===== src/rtl/death_count_display.sv =====
// rtl/death_count_display.sv - BCD digit pair to active-low HEX pair with blanking, error glyph and change blink
// Every change in the input count restarts a blank/show blink sequence that ends with the digits visible.
module death_count_display #(
  parameter int BLINK_HALF_PERIOD = 12500000,
  parameter int BLINK_TOGGLES     = 6
) (
  input  logic       Clk,
  input  logic       Reset,
  input  logic [3:0] tenths,
  input  logic [3:0] ones,
  output logic [6:0] HEX1,
  output logic [6:0] HEX0,
  output logic       flashing
);

  localparam int TW = (BLINK_HALF_PERIOD > 1) ? $clog2(BLINK_HALF_PERIOD) : 1;
  localparam int CW = $clog2(BLINK_TOGGLES + 1);

  localparam logic [6:0] GLYPH_BLANK = 7'h7F;
  localparam logic [6:0] GLYPH_ERR   = 7'h06;

  typedef enum logic [1:0] {
    IDLE      = 2'd0,
    BLINK_OFF = 2'd1,
    BLINK_ON  = 2'd2
  } state_t;

  state_t          state_q, state_d;
  logic [3:0]      t_q, t_d, o_q, o_d;
  logic [TW-1:0]   timer_q, timer_d;
  logic [CW-1:0]   cnt_q, cnt_d;
  logic [6:0]      hex1_q, hex1_d, hex0_q, hex0_d;
  logic            flashing_q, flashing_d;

  function automatic logic [6:0] glyph(input logic [3:0] d);
    case (d)
      4'd0:    glyph = 7'h40;
      4'd1:    glyph = 7'h79;
      4'd2:    glyph = 7'h24;
      4'd3:    glyph = 7'h30;
      4'd4:    glyph = 7'h19;
      4'd5:    glyph = 7'h12;
      4'd6:    glyph = 7'h02;
      4'd7:    glyph = 7'h78;
      4'd8:    glyph = 7'h00;
      4'd9:    glyph = 7'h10;
      default: glyph = GLYPH_ERR;
    endcase
  endfunction

  always_comb begin
    t_d        = tenths;
    o_d        = ones;
    state_d    = state_q;
    timer_d    = timer_q;
    cnt_d      = cnt_q;
    hex1_d     = GLYPH_BLANK;
    hex0_d     = GLYPH_BLANK;
    flashing_d = (state_q != IDLE);

    if (state_q != IDLE) begin
      if (timer_q == '0) begin
        cnt_d = cnt_q + CW'(1);
        if (cnt_d == CW'(BLINK_TOGGLES)) begin
          state_d = IDLE;
        end else begin
          state_d = (state_q == BLINK_OFF) ? BLINK_ON : BLINK_OFF;
          timer_d = TW'(BLINK_HALF_PERIOD - 1);
        end
      end else begin
        timer_d = timer_q - TW'(1);
      end
    end

    // A new count always wins, even over the final expiry of a running sequence.
    if ({tenths, ones} != {t_q, o_q}) begin
      state_d = BLINK_OFF;
      timer_d = TW'(BLINK_HALF_PERIOD - 1);
      cnt_d   = '0;
    end

    if (state_q != BLINK_OFF) begin
      if (t_q > 4'd9)       hex1_d = GLYPH_ERR;
      else if (t_q == 4'd0) hex1_d = GLYPH_BLANK;
      else                  hex1_d = glyph(t_q);
      hex0_d = glyph(o_q);
    end
  end

  always_ff @(posedge Clk) begin
    if (Reset) begin
      state_q    <= IDLE;
      t_q        <= '0;
      o_q        <= '0;
      timer_q    <= '0;
      cnt_q      <= '0;
      hex1_q     <= GLYPH_BLANK;
      hex0_q     <= 7'h40;
      flashing_q <= 1'b0;
    end else begin
      state_q    <= state_d;
      t_q        <= t_d;
      o_q        <= o_d;
      timer_q    <= timer_d;
      cnt_q      <= cnt_d;
      hex1_q     <= hex1_d;
      hex0_q     <= hex0_d;
      flashing_q <= flashing_d;
    end
  end

  assign HEX1     = hex1_q;
  assign HEX0     = hex0_q;
  assign flashing = flashing_q;

endmodule


===== config.mk =====
export PLATFORM = sky130hd
export DESIGN_NAME = death_count_display
export DESIGN_NICKNAME = d
export VERILOG_FILES = /design/src/rtl/death_count_display.sv
export SDC_FILE = /design/constraint.sdc
export NUM_CORES = 1
export LEC_CHECK = 0
export ABC_CLOCK_PERIOD_IN_PS = 5800
export BUFFER_PORTS_ARGS = -buffer_cell sky130_fd_sc_hd__buf_2
export CAP_MARGIN = 10
export CORE_MARGIN = 1
export CORE_UTILIZATION = 63
export CTS_CLUSTER_DIAMETER = 40
export DETAILED_ROUTE_END_ITERATION = 10
export PLACE_DENSITY = 0.91
export SLEW_MARGIN = 20
export SYNTH_ARGS = -nofsm -noshare
export SYNTH_HDL_FRONTEND = slang
export SYNTH_SLANG_ARGS = --single-unit

===== constraint.sdc =====
create_clock -name Clk -period 5.8 [get_ports Clk]
set_input_delay 0.87 -clock Clk [delete_from_list [all_inputs] [get_ports Clk]]
set_output_delay 0.87 -clock Clk [all_outputs]
set_load 0.005 [all_outputs]

==> out/qor.yml <==
outcome:
  status: "finished, final reports clean"
critical_path:
  cp-end-kind: "register"
  criticalPathCategory: "register to register"
  cp.arrival_ns: 3.31
  cp_cell_sequence: "inv_1, ha_1, or4b_2, or4_1, o21ai_4, nor2_1, a2111oi_0"
  cp_slowest_cell: "or4_1"
  cp_slowest_stage_delay_ns: 0.61
  critical_path_required_ns: 6.01
  cp_max_fo: 16
  start_kind: "register"
timing:
  fin_tns_setup_ns: 0
  relSlewSlack: 0.393
  rsz0062_at_grt: "false"
  finalWorstSetupSlack_ns: 2.70
  finClkSkew_ns: 0.00933
  worst_slew_pin_slew_ns: 0.908
  finalHoldViolCount: 0
  setup_violations: 0
  period_minus_slack_ns: 3.10
  timing.fmax_mhz: 323
  final_max_slew_viol_count: 0
  timing.final.crit_share: 0.534
  fin_hold_ws_ns: 0.416
logic_synthesis:
  yosysWarnings: 0
  synth_area_leaders: "dfxtp_1 (43%), ha_1 (5.7%), a21oi_1 (4.6%)"
  yosysTopAreaCellShare: 0.432
  ys_types: 46
  synth-compound-area-share: 0.171
  syn_inst: 354
  async_reset_ff_frac: 0
  syn_nets: 378
  synth_ff_type: "dfxtp_1"
  synthMuxAreaShare: 0
  synth_commonest_cells: "dfxtp_1 (66), nor2_1 (31), a21oi_1 (28)"
  synth_top_family_by_area: "simple AND/OR/NAND/NOR gates"
  avgSynthCellArea_um2: 8.63
  synth-simple-area-share: 0.251
  synth_adder_area_share: 0.0573
  yosysMostFrequentCell: "dfxtp_1"
  synth_xor_area_frac: 0.0315
  synth_seq_area_share: 0.432
  ys_ff_latch: 66
  mappedNetlistArea_um2: 3060
  synth_edf_count: 0
  yosys.area.top_type: "dfxtp_1"
power_and_ir_drop:
  p_leak_uw: 0.00134
  powerDensity_nw_per_um2: 304
  pwr-share-seq: 0.476
  combPwrFrac: 0.084
  p_clk_frac: 0.440
  p_int_uw: 797
  p_switching_uw: 239
  power_switching_share: 0.231
  peakVddDrop_v: 0.000266
drt:
  dr.pass1.iters: 6
  drcViolationCount: 0
  drt_wl_total_mm: 6.81
  ant_nets: 0
  wire_per_inst_um: 15.8
  drtIter0Drc: 312
  num_vias: 2735
  via_per_inst: 6.35
floorplanning:
  core_um2: 4500
  io_pins: 25
  initial_utilization: 0.678
  fp.dieArea_um2: 5130
  die_h_um: 71.6
  die_x_um: 71.6
  rows: 24
layout:
  fillers: 309
  utilization: 0.756
  drive_gt1_frac: 0.137
  register_area_um2: 1320
  area_growth_pct: 11.4
  multi_input_area_um2: 1560
  antenna_cells: 0
  finalNetCount: 398
clock_network:
  cts_made_buffers: 9
  cts_buffer_depth: 2
  htree_levels: 3
  cts_sinks: 66
  cts_resized: 0
  insertion_delay_ns: 0.34
  clockRootBuffer: "clkbuf_8"
  cts_hold_buf: 0
  post_cts_buffers: 0
  clkTransAtPathRegs_ns: 0.07
  cts_tree: "yes"
global_routing:
  grt_pass1_wl_mm: 11.3
  grt_pass1_vias: 2486
  gr-total-overflow: 0
  track_usage: 0.285
  grt_start_max_net_pins: 38
  antenna_found_initial: 0
worst_hold_path:
  hold_path_class: "register to register"
placed_design:
  port-buffer-count: 24
  hpwl_mm: 4.44
  gp_congestion: 0.862
  place_ws_ns: 2.75
job:
  maxCapViolations: 0
power by group through the flow:
| stage | combinational (uW) | clock (uW) | sequential (uW) |
|---|---|---|---|
| floorplan | 58.5 | 0 | 501 |
| global route | 96.1 | 480 | 496 |
| CTS | 85.9 | 461 | 493 |
| finish | 87.0 | 456 | 494 |
| detailed placement | 84.4 | 0 | 503 |
| global placement | 80.6 | 0 | 502 |
metrics by stage:
stage | total power [uW] | cells | instance area, um^2
after floorplan | 559 | 354 | 3060
after global placement | 583 | 415 | 3170
after detailed placement | 587 | 415 | 3170
after CTS | 1040 | 431 | 3400
after global routing | 1070 | 431 | 3400
final | 1040 | 431 | 3400
routing by layer:
layer | GRT usage | routed length, um | share of wire
met2 | 0.482 | 3370 | 0.49
met5 | 0 | 0 | 0
met1 | 0.346 | 2880 | 0.42
met4 | 0.0806 | 108 | 0.016
met3 | 0.0970 | 456 | 0.067
layout by cell type, fill, tap and decap left out, types with 5 or more instances in the layout:
cell / synthesis / routed
clkbuf_8: 0 / 9
a211oi_1: 8 / 8
dfxtp_1: 66 / 66
o21ai_0: 10 / 10
buf_2: 2 / 24
nor3_1: 22 / 22
or3_1: 7 / 7
nor2_1: 31 / 31
nor4_1: 17 / 17
or4_1: 9 / 9
o31ai_1: 6 / 6
a21oi_1: 28 / 28
nand2_1: 22 / 22
xor2_1: 10 / 10
a31oi_1: 6 / 6
nand3_1: 7 / 7
inv_1: 25 / 25
or2_2: 5 / 5
a2111oi_0: 5 / 5
ha_1: 14 / 14
path summary, 6_finish.rpt:
check                                start           to  slack, ns  cells past startpoint
worst max register to register  timer_q[0]  timer_q[10]       2.70                      7
worst min register to register    register      HEX1[1]       0.42                      1
worst max-delay path            timer_q[0]  timer_q[10]       2.70                      7
worst min-delay path              register      HEX1[1]       0.42                      1
cell type report:
type / instances / area share
timing repair buffer: 25 / 0.0375
multi-input combinational: 246 / 0.458
clock buffer: 11 / 0.0386
tap: 52 / 0.0191
clock inverter: 5 / 0.0301
inverter: 26 / 0.0287
sequential: 66 / 0.388
worst max-delay path: cells and delay by family, from the launching register on:
| kind | cells | cell delay (ns) |
|---|---|---|
| flops | 1 | 0.36 |
| compound gates | 2 | 0.92 |
| buf+inv | 1 | 0.10 |
| fa+ha+maj | 1 | 0.16 |
| simple gates | 3 | 1.42 |
cell families after synthesis:
family          Yosys count
xor+xnor                 11
flops                    66
fa+ha+maj                14
simple gates            144
buf+inv                  42
compound gates           77
Power figures use the tool's default switching activity.
